==> src/rtl/score_disp_pkg.sv <==
// Shared types and constants for the score display sequencer.
package score_disp_pkg;

    typedef enum logic [1:0] {
        IDLE,
        CONV,
        WRITE,
        COMMIT
    } state_t;

    localparam logic [6:0] SEG_BLANK      = 7'b1111111;
    localparam int         NDIGITS        = 4;
    localparam logic [3:0] BCD_ADJ_THRESH = 4'd5;

endpackage

==> src/rtl/score_display_ctrl_if.sv <==
// Request/display bundle between the score counter, the sequencer and the HEX pins.
interface score_display_ctrl_if #(
    parameter int VAL_W = 14
);
    logic             load;
    logic [VAL_W-1:0] value;
    logic             blank_lz;
    logic             busy;
    logic             done;
    logic             sat;
    logic [6:0]       hex0;
    logic [6:0]       hex1;
    logic [6:0]       hex2;
    logic [6:0]       hex3;

    modport master (
        output load, value, blank_lz,
        input  busy, done, sat, hex0, hex1, hex2, hex3
    );

    modport slave (
        input  load, value, blank_lz,
        output busy, done, sat, hex0, hex1, hex2, hex3
    );
endinterface

==> src/rtl/score_display_ctrl_seg7.sv <==
// Hex digit to active-low seven-segment decoder (bit6=g .. bit0=a).
module seg7
    import score_disp_pkg::*;
(
    input  logic [3:0] digit,
    output logic [6:0] seg
);

    // Pure lookup of the segment pattern for one nibble.
    always_comb begin
        seg = SEG_BLANK;
        case (digit)
            4'h0: seg = 7'b1000000;
            4'h1: seg = 7'b1111001;
            4'h2: seg = 7'b0100100;
            4'h3: seg = 7'b0110000;
            4'h4: seg = 7'b0011001;
            4'h5: seg = 7'b0010010;
            4'h6: seg = 7'b0000010;
            4'h7: seg = 7'b1111000;
            4'h8: seg = 7'b0000000;
            4'h9: seg = 7'b0010000;
            4'hA: seg = 7'b0001000;
            4'hB: seg = 7'b0000011;
            4'hC: seg = 7'b1000110;
            4'hD: seg = 7'b0100001;
            4'hE: seg = 7'b0000110;
            4'hF: seg = 7'b0001110;
            default: seg = SEG_BLANK;
        endcase
    end

endmodule

==> src/rtl/score_display_ctrl.sv <==
// Score display sequencer: clamp, double-dabble to BCD, decode one digit per
// cycle through a shared seg7, then commit all four HEX digits at once.
module score_display_ctrl
    import score_disp_pkg::*;
#(
    parameter int VAL_W   = 14,
    parameter int MAX_VAL = 9999
) (
    input logic                 clk,
    input logic                 rst_n,
    score_display_ctrl_if.slave bus
);

    localparam int CNT_W = (VAL_W > 1) ? $clog2(VAL_W) : 1;
    localparam int IDX_W = $clog2(NDIGITS);
    localparam int BCD_W = 4 * NDIGITS;

    localparam logic [CNT_W-1:0] LAST_BIT  = CNT_W'(VAL_W - 1);
    localparam logic [IDX_W-1:0] TOP_DIGIT = IDX_W'(NDIGITS - 1);
    localparam logic [VAL_W-1:0] MAX_CODE  = VAL_W'(MAX_VAL);

    state_t state;
    state_t state_next;

    logic [VAL_W-1:0] bin;
    logic [BCD_W-1:0] bcd;
    logic [BCD_W-1:0] bcd_adj;
    logic [CNT_W-1:0] bit_cnt;
    logic [IDX_W-1:0] digit_idx;
    logic             cur_sat;
    logic             cur_blz;
    logic             seen_nz;

    logic             pend_valid;
    logic [VAL_W-1:0] pend_value;
    logic             pend_sat;
    logic             pend_blz;

    logic [6:0]       shadow1;
    logic [6:0]       shadow2;
    logic [6:0]       shadow3;
    logic [6:0]       hex_q [NDIGITS];
    logic             sat_q;
    logic             done_q;

    logic             in_sat;
    logic [VAL_W-1:0] in_val;
    logic             start;
    logic [VAL_W-1:0] start_val;
    logic             start_sat;
    logic             start_blz;

    logic [3:0]       dec_in;
    logic [6:0]       seg_out;
    logic [6:0]       seg_wr;

    // The single shared decoder, fed by the digit mux below.
    seg7 u_seg7 (
        .digit (dec_in),
        .seg   (seg_out)
    );

    // Clamp the incoming request and choose between a live load and the pending buffer.
    always_comb begin
        in_sat    = (bus.value > MAX_CODE);
        in_val    = in_sat ? MAX_CODE : bus.value;
        start     = (state_next == CONV) && (state != CONV);
        start_val = bus.load ? in_val      : pend_value;
        start_sat = bus.load ? in_sat      : pend_sat;
        start_blz = bus.load ? bus.blank_lz : pend_blz;
    end

    // Add-3 adjust of every BCD nibble ahead of the shift.
    always_comb begin
        bcd_adj = bcd;
        for (int unsigned i = 0; i < NDIGITS; i++) begin
            if (bcd[4*i +: 4] >= BCD_ADJ_THRESH) begin
                bcd_adj[4*i +: 4] = bcd[4*i +: 4] + 4'd3;
            end
        end
    end

    // Digit mux into the decoder plus leading-zero blanking; digit 0 is never blanked.
    always_comb begin
        dec_in = bcd[{digit_idx, 2'b00} +: 4];
        seg_wr = seg_out;
        if (cur_blz && !seen_nz && (dec_in == 4'd0) && (digit_idx != '0)) begin
            seg_wr = SEG_BLANK;
        end
    end

    // State register.
    always_ff @(posedge clk or negedge rst_n) begin
        if (!rst_n) begin
            state <= IDLE;
        end else begin
            state <= state_next;
        end
    end

    // Next-state logic; a load during COMMIT (or a pending one) chains straight into CONV.
    always_comb begin
        state_next = state;
        case (state)
            IDLE:    if (bus.load) state_next = CONV;
            CONV:    if (bit_cnt == LAST_BIT) state_next = WRITE;
            WRITE:   if (digit_idx == '0) state_next = COMMIT;
            COMMIT:  state_next = (bus.load || pend_valid) ? CONV : IDLE;
            default: state_next = IDLE;
        endcase
    end

    // Pending buffer, conversion datapath, shadow writes and the output commit.
    // The last WRITE cycle commits digit 0 straight from the decoder so the HEX
    // registers and done change together on entry to COMMIT.
    always_ff @(posedge clk or negedge rst_n) begin
        if (!rst_n) begin
            bin        <= '0;
            bcd        <= '0;
            bit_cnt    <= '0;
            digit_idx  <= '0;
            cur_sat    <= 1'b0;
            cur_blz    <= 1'b0;
            seen_nz    <= 1'b0;
            pend_valid <= 1'b0;
            pend_value <= '0;
            pend_sat   <= 1'b0;
            pend_blz   <= 1'b0;
            shadow1    <= SEG_BLANK;
            shadow2    <= SEG_BLANK;
            shadow3    <= SEG_BLANK;
            for (int unsigned i = 0; i < NDIGITS; i++) begin
                hex_q[i] <= SEG_BLANK;
            end
            sat_q      <= 1'b0;
            done_q     <= 1'b0;
        end else begin
            done_q <= 1'b0;

            if (start) begin
                pend_valid <= 1'b0;
            end else if (bus.load && (state != IDLE)) begin
                pend_valid <= 1'b1;
                pend_value <= in_val;
                pend_sat   <= in_sat;
                pend_blz   <= bus.blank_lz;
            end

            if (start) begin
                bin       <= start_val;
                bcd       <= '0;
                bit_cnt   <= '0;
                digit_idx <= TOP_DIGIT;
                cur_sat   <= start_sat;
                cur_blz   <= start_blz;
                seen_nz   <= 1'b0;
            end else if (state == CONV) begin
                bcd     <= {bcd_adj[BCD_W-2:0], bin[VAL_W-1]};
                bin     <= {bin[VAL_W-2:0], 1'b0};
                bit_cnt <= bit_cnt + 1'b1;
            end else if (state == WRITE) begin
                case (digit_idx)
                    2'd3:    shadow3 <= seg_wr;
                    2'd2:    shadow2 <= seg_wr;
                    2'd1:    shadow1 <= seg_wr;
                    default: ;
                endcase
                seen_nz   <= seen_nz || (dec_in != 4'd0);
                digit_idx <= digit_idx - 1'b1;
                if (digit_idx == '0) begin
                    hex_q[3] <= shadow3;
                    hex_q[2] <= shadow2;
                    hex_q[1] <= shadow1;
                    hex_q[0] <= seg_wr;
                    sat_q    <= cur_sat;
                    done_q   <= 1'b1;
                end
            end
        end
    end

    assign bus.busy = (state != IDLE);
    assign bus.done = done_q;
    assign bus.sat  = sat_q;
    assign bus.hex0 = hex_q[0];
    assign bus.hex1 = hex_q[1];
    assign bus.hex2 = hex_q[2];
    assign bus.hex3 = hex_q[3];

endmodule
==> src/flat_wrapper.sv <==
// flat-port wrapper written by rule: the top's interface ports become plain ports
module score_display_ctrl_flat import score_disp_pkg::*;
#(
    parameter int VAL_W   = 14,
    parameter int MAX_VAL = 9999
)
  (clk, rst_n, bus_load, bus_value, bus_blank_lz, bus_busy, bus_done, bus_sat, bus_hex0, bus_hex1, bus_hex2, bus_hex3);
  score_display_ctrl_if #(.VAL_W(VAL_W)) bus_i ();
  input logic clk;
  input logic rst_n;
  input wire logic [$bits(bus_i.load)-1:0] bus_load;
  input wire logic [$bits(bus_i.value)-1:0] bus_value;
  input wire logic [$bits(bus_i.blank_lz)-1:0] bus_blank_lz;
  output wire logic [$bits(bus_i.busy)-1:0] bus_busy;
  output wire logic [$bits(bus_i.done)-1:0] bus_done;
  output wire logic [$bits(bus_i.sat)-1:0] bus_sat;
  output wire logic [$bits(bus_i.hex0)-1:0] bus_hex0;
  output wire logic [$bits(bus_i.hex1)-1:0] bus_hex1;
  output wire logic [$bits(bus_i.hex2)-1:0] bus_hex2;
  output wire logic [$bits(bus_i.hex3)-1:0] bus_hex3;
  assign bus_i.load = bus_load;
  assign bus_i.value = bus_value;
  assign bus_i.blank_lz = bus_blank_lz;
  assign bus_busy = bus_i.busy;
  assign bus_done = bus_i.done;
  assign bus_sat = bus_i.sat;
  assign bus_hex0 = bus_i.hex0;
  assign bus_hex1 = bus_i.hex1;
  assign bus_hex2 = bus_i.hex2;
  assign bus_hex3 = bus_i.hex3;
  score_display_ctrl #(.VAL_W(VAL_W), .MAX_VAL(MAX_VAL)) u_core (.clk(clk), .rst_n(rst_n), .bus(bus_i));
endmodule
==> config.mk <==
export PLATFORM = sky130hd
export DESIGN_NAME = score_display_ctrl_flat
export DESIGN_NICKNAME = d
export VERILOG_FILES = /design/src/rtl/score_disp_pkg.sv /design/src/rtl/score_display_ctrl_if.sv /design/src/rtl/score_display_ctrl_seg7.sv /design/src/rtl/score_display_ctrl.sv /design/src/flat_wrapper.sv
export SDC_FILE = /design/constraint.sdc
export NUM_CORES = 1
export LEC_CHECK = 0
export BUFFER_PORTS_ARGS = -buffer_cell sky130_fd_sc_hd__buf_4
export CAP_MARGIN = 40
export CORE_MARGIN = 1.5
export CORE_UTILIZATION = 40
export CTS_CLUSTER_SIZE = 30
export DETAILED_ROUTE_END_ITERATION = 8
export GPL_TIMING_DRIVEN = 0
export SYNTH_ARGS = -nofsm -noshare
export SYNTH_HDL_FRONTEND = slang
export SYNTH_SLANG_ARGS = --single-unit
==> constraint.sdc <==
create_clock -name clk -period 7.2 [get_ports clk]
set_clock_uncertainty 0.15 [all_clocks]
set_input_delay 0.72 -clock clk [delete_from_list [all_inputs] [get_ports clk]]
set_output_delay 0.72 -clock clk [all_outputs]
set_load 0.005 [all_outputs]
# After elaboration in Yosys (flattened, before gate mapping)
# Memory sizes are Yosys's and may differ from the RTL's.
# Index checks and enable logic that the tools add are counted.
# word_totals
reg_bits,109
romBits,112
memories,1
wordCells,101
# mem_list
name,words,word_bits,rd,rd_clocked_by_memory_dff,wr,line_no,rtl
(no name shown),16,7,1,0,0,score_display_ctrl_seg7.sv:12,case (digit)
# op_classes
n_reduce_logical,23
addsub,6
order_cmp,5
shift,1
n_mux,32
n_eq_ne,10
bitwise,2
# op_table
op,count
$mux W14,4
$mux W16,2
$mux W4,5
$ge A4 B3 Y1 const B,4
$reduce_and A4 Y1,4
$shiftx A16 B5 Y4,1
$gt A14 B14 Y1 const B,1
$add A4 B2 Y4 const B,3
$mux W1,12
$mux W2,6
$reduce_bool A2 Y1,5
$eq A2 B2 Y1 const B,4
$pmux W2 S4,1
$mux W7,1
$eq A2 B1 Y1 const B,3
$logic_and A1 B1 Y1,5
$add A4 B1 Y4 const B,1
$eq A4 B4 Y1 const B,1
$logic_not A2 Y1,2
$logic_not A4 Y1,1
$ne A2 B1 Y1 const B,2
$reduce_and A2 Y1,2
$reduce_bool A4 Y1,1
$add A3 B2 Y3 const B,1
other kinds (5),7

# Longest topological paths before layout
# depth
word_depth,7
mapped_depth,9
mapped_depth_nobuf,8

# Hierarchy
# A second synthesis with hierarchy kept.
# hier_totals
hier_cells,496
area_unflattened_um2,5434.0
# by_module_without_submodules
module,cells_per_inst,n_inst,seq_area_each_um2,area_per_inst_um2
score_display_ctrl,464,1,2788.9,5158.7
seg7,32,1,0.0,275.3

# Least setup slack after synthesis
# No wires, ideal clock.
# synth_timing
path_kind,register -> register
start,register u_core.digit_idx[0]
end,register u_core.shadow1[5]
arrival_ns,2.475
required_ns,6.971
path_stages_with_launch,10
setup_slack_ns,4.497
n_path_buf,1
period_less_slack_ns,2.703
path_cell_list,dfrtp_1 > buf_6 > mux4_1 > inv_1 > ha_1 > nor4bb_1 > mux2i_1 > nor2_1 > a221oi_2 > o21ai_0
# synth_between
elab_chain_cells,7
word_cells_on_any_way,15
# synth_rtl
element,line_no,rtl
start: declaration,score_display_ctrl.sv:29,logic [IDX_W-1:0] digit_idx;
start signal: assignment,score_display_ctrl.sv:169,digit_idx <= digit_idx - 1'b1;
"parallel branches: the longest is 7 deep, another holds $mem_v2 Z16 W7",-,
end signal: assignment,score_display_ctrl.sv:165,2'd1: shadow1 <= seg_wr;
end: declaration,score_display_ctrl.sv:39,logic [6:0] shadow1;
# Parallel ways; which one is timed is not known.
# A chain may end at the register's enable or synchronous reset.

# Final worst setup path
# layout_timing
start,register u_core.digit_idx[0]
end,register u_core.hex_q (netlist bit u_core.bus.hex0[6])
# layout_between
elab_chain_cells,7
word_cells_on_any_way,14
# layout_rtl
element,line_no,rtl
"parallel branches: the longest is 7 deep, another holds $mem_v2 Z16 W7",-,
end: declaration,score_display_ctrl.sv:42,logic [6:0] hex_q [NDIGITS];
# Parallel ways; which one is timed is not known.

==> impl_summary.log <==
INFO  metric wl_final = approximately 12000 µm
INFO  metric clk_pin_slew = 70 ps
INFO  metric postSynthRegisterBits = between 100 and 150
INFO  metric grt_start_max_net_pins = 60
INFO  metric clock_insertion_delay_worst_skew = between 300 and 400 ps
INFO  metric cts_tree = done
INFO  metric cts.sink_count = 109
INFO  metric period_share = 46.7%
INFO  metric starting_utilization_of_the_core_area = between 40% and 50%
INFO  metric holdBufCountCts = 0
INFO  metric pwr_density_cell = 394 nW/µm²
INFO  metric rsz0062_at_grt = no
INFO  metric cpMaxStageDelayCell = mux4_1
INFO  metric nFillCells = between 1000 and 1500
INFO  metric gate_count_of_the_mapped_netlist = about 510
INFO  metric cts-resized-gates = 0
INFO  metric synth_flop_cell = dfrtp_1
INFO  metric coreArea = about 13000 µm²
INFO  metric drt_pass1_iterations = 5
INFO  metric pwr-share-comb = 40.0%
INFO  metric crit_path_start_kind = flop
INFO  metric drive_gt1_share = approximately 29%
INFO  metric die_span_y = 119 µm
INFO  metric die_area = 14200 µm²
INFO  metric crit_path_end_kind = flop
INFO  metric grtUsageTotal = roughly 18%
INFO  metric p_leak = roughly 2.7 nW
INFO  metric r2r_end = u_core.bus.hex0[6]$_DFFE_PN1P_
INFO  metric globalplace.congestion = between 0.8 and 0.9
INFO  metric relSlewSlack = between 40% and 50%
INFO  metric power_switching = around 910 µW
INFO  metric swShare = roughly 36%
INFO  metric first_global_vias = 3950
INFO  metric detailedPlacementHpwl = 8450 µm
INFO  metric die_w = between 100 and 150 µm
INFO  metric grt_pass1_wl = 20100 µm
INFO  metric wire_per_inst = between 15 and 20 µm
INFO  metric reg2reg_slack = 3840 ps
INFO  metric max_slew.worst_pin.slew = between 700 and 800 ps
INFO  metric initialDrtViolationCount = ~160
INFO  metric critical_path.max_stage_delay = between 600 and 700 ps
INFO  metric area_growth = 16.6%
INFO  metric grt.overflow.total = 0
INFO  metric worst_hold_path_type = in -> async
INFO  metric syn-mean-instance-area = ~11 µm²
INFO  metric synth_sequential_area_ratio = approximately half
INFO  metric final-max-slew-violation-count = 0
INFO  metric p_seq_share = between 40 and 50%
INFO  metric power.internal = 1.58 mW
INFO  metric seqCellArea = about 2800 µm²
INFO  metric timing_worst_setup_path_type = reg -> reg
INFO  metric status = completed
INFO  metric hold-worst-slack = 242 ps
INFO  metric cts_setup_buffers = 0
INFO  metric synth-async-reset-ratio = between 90% and 100%
INFO  metric r2r.worst_path.cells = 9
INFO  metric finalSetupViolCount = 0
INFO  metric tritoncts.num_buffers = 9
INFO  metric route.vias.total = roughly 4000
INFO  metric drv_cap = 0
INFO  metric number_of_antenna_violations_at_the_first_check_in_global_routing = 0
INFO  metric vdd_ir_drop_max = ~0.14 mV
INFO  metric synthesis.yosys.warnings = 0
INFO  metric drcViolationCount = 0
INFO  metric diodes = 0
INFO  metric path_cells = buf_6, mux4_1, inv_1, ha_1, nor4bb_1, mux2i_1, nor2_1, a221oi_2, o21ai_0
INFO  metric drtAntennaViolNets = 0
INFO  metric ios = slightly below 50
INFO  metric finalWorstPathRequiredPeriod = ~3400 ps
INFO  metric timing_hold_violations_final = 0
INFO  metric fin_nets = 610
INFO  metric clkPwrFrac = approximately a fifth
INFO  metric combined_area_of_the_multi_input_logic_cells = about 2400 µm²
INFO  metric syn-num-nets = 550
INFO  metric cts_root_buffer = clkbuf_16
INFO  metric fmaxAchievable = between 200 and 300 MHz
INFO  metric reg2reg_from = u_core.digit_idx[0]$_DFFE_PN0P_
INFO  metric max-clock-path-buffers = 2
INFO  metric number_of_enable_type_register_cells_in_the_synthesized_netlist = 0
INFO  metric number_of_levels_the_h_tree_was_split_into = 3
INFO  metric critical_path.max_fanout = 9
INFO  metric rows = 42
INFO  metric port-buffer-count = 48
INFO  metric ys_types = 52
INFO  metric syn_area = between 5000 and 6000 µm²
INFO  metric final.setup.tns = 0 ps
INFO  metric timing.critical_path.arrival = between 3000 and 4000 ps
INFO  metric via_per_inst = 5.31
INFO  metric worst_ep_required_time = 7320 ps
-- cell type report --
type                    count  area share, %
repair buffers             49           6.14
inverters                  17           1.01
clock buffers              14           4.34
clock inverters             2          0.277
multi-input cells         355           38.2
flip-flops and latches    109           44.2
plain buffers              31           2.34
well taps                 176           3.49
-- power groups by stage --
stage | Combinational [mW] | Clock [mW] | Sequential (mW)
after floorplan | 0.736 | 0 | 0.983
after global placement | 0.968 | 0 | 1.01
after detailed placement | 1.00 | 0 | 1.02
after CTS | 1.01 | 0.502 | 1.01
after global routing | 1.13 | 0.529 | 1.04
final | 0.997 | 0.485 | 1.01
-- synth_stat cells (4+ instances only) --
master | count | area share [%]
nand2_1 | 63 | 4.4
dfrtp_1 | 60 | 28
o21ai_0 | 60 | 5.5
dfstp_2 | 49 | 24
a21oi_1 | 31 | 2.9
nor2_1 | 31 | 2.1
mux2_2 | 26 | 5.4
ha_1 | 20 | 4.6
inv_1 | 16 | 1.1
clkbuf_1 | 14 | 0.97
buf_2 | 13 | 1.2
o22ai_1 | 12 | 1.4
nand2b_1 | 10 | 1.2
xnor2_1 | 8 | 1.3
mux2i_1 | 7 | 1.3
nor2b_1 | 6 | 0.69
a22o_1 | 5 | 0.81
and2_1 | 5 | 0.58
nor3_1 | 5 | 0.46
a222oi_1 | 4 | 0.74
a32o_1 | 4 | 0.74
mux4_2 | 4 | 1.7
o22a_1 | 4 | 0.65
o31ai_1 | 4 | 0.55
-- placed cells by master, fill, tap and decap left out, types with 3 or more instances in the layout --
master	instances
nor3_1	5
mux2i_1	7
mux2_2	26
dfstp_2	49
nor2_1	31
clkbuf_16	9
nand3b_1	3
xnor2_1	8
o32ai_1	3
mux4_2	4
a222oi_1	4
xor2_1	3
clkbuf_8	3
or2_2	3
buf_4	50
o22ai_1	12
nand3_1	3
a22o_1	5
nor4bb_1	3
nand2b_1	10
o21ai_0	60
and2_1	5
buf_2	13
a21oi_1	31
nand2_1	63
ha_1	20
inv_1	16
a211oi_1	3
o22a_1	4
nor2b_1	6
a32o_1	4
dfrtp_1	60
o31ai_1	4
clkbuf_1	16
-- layer usage --
metal  up-vias  track usage, %  share of wire (%)  wire length, µm
li1       1939               -                  -                -
met5         -               0                  0                0
met3        13            2.73                2.7              316
met1      1981            24.6                 48             5680
met4         0            6.92                1.6              186
met2        63            28.8                 48             5740
-- per-stage QoR --
stage | util (%) | power [mW] | worst slack (ps) | instance area [µm²] | std cells
final | 47.7 | 2.49 | 3840 | 6310 | 753
after detailed placement | 45.5 | 2.02 | 3900 | 6020 | 737
after floorplan | - | 1.72 | 4500 | 5420 | 512
after CTS | 47.7 | 2.52 | 3870 | 6310 | 753
after global routing | 47.7 | 2.70 | 3540 | 6310 | 753
after global placement | 45.3 | 1.98 | 4020 | 6000 | 736
-- critical path: cells and delay by family, from the launching register on --
kind | cells | cell delay (ps)
AOI/OAI and AO/OA | 2 | 290
adders and majority gates | 1 | 380
buffers and inverters | 2 | 370
DFF | 1 | 400
muxes | 2 | 840
and+or+nand+nor | 2 | 850
-- state kept, by name (all words and copies together) (netlist names), 7 cells and up --
register           flops
u_core.pend_value     14
u_core.bus.hex1        7
u_core.bus.hex0        7
u_core.shadow1         7
u_core.shadow3         7
u_core.bcd            16
u_core.shadow2         7
u_core.bin            14
u_core.bus.hex2        7
u_core.bus.hex3        7
-- cells by family (layout without fill, tap and decap cells) --
group                    Yosys count  in the layout  share of synthesized area [%]
AO/OA/AOI/OAI                    144            144                           16.6
XOR/XNOR                          11             11                           1.78
adder cells (fa/ha/maj)           20             20                           4.62
buffers and inverters             48            113                           3.90
flip-flops                       109            109                           51.5
multiplexers                      39             39                           9.33
AND/OR/NAND/NOR                  141            141                           12.3
-- worst max-delay path by stage --
stage                                         start                             end  slack [ps]  cells past startpoint
floorplan           u_core.digit_idx[0]$_DFFE_PN0P_   u_core.shadow1[5]$_DFFE_PN1P_        4500                      9
global placement    u_core.digit_idx[0]$_DFFE_PN0P_   u_core.shadow2[6]$_DFFE_PN1P_        4020                      9
detailed placement  u_core.digit_idx[0]$_DFFE_PN0P_   u_core.shadow1[6]$_DFFE_PN1P_        3900                      9
CTS                 u_core.digit_idx[0]$_DFFE_PN0P_   u_core.shadow1[6]$_DFFE_PN1P_        3870                      9
global route        u_core.digit_idx[0]$_DFFE_PN0P_   u_core.shadow2[5]$_DFFE_PN1P_        3540                      9
finish              u_core.digit_idx[0]$_DFFE_PN0P_  u_core.bus.hex0[6]$_DFFE_PN1P_        3840                      9
No activity file was read; power rests on OpenSTA's default activity.
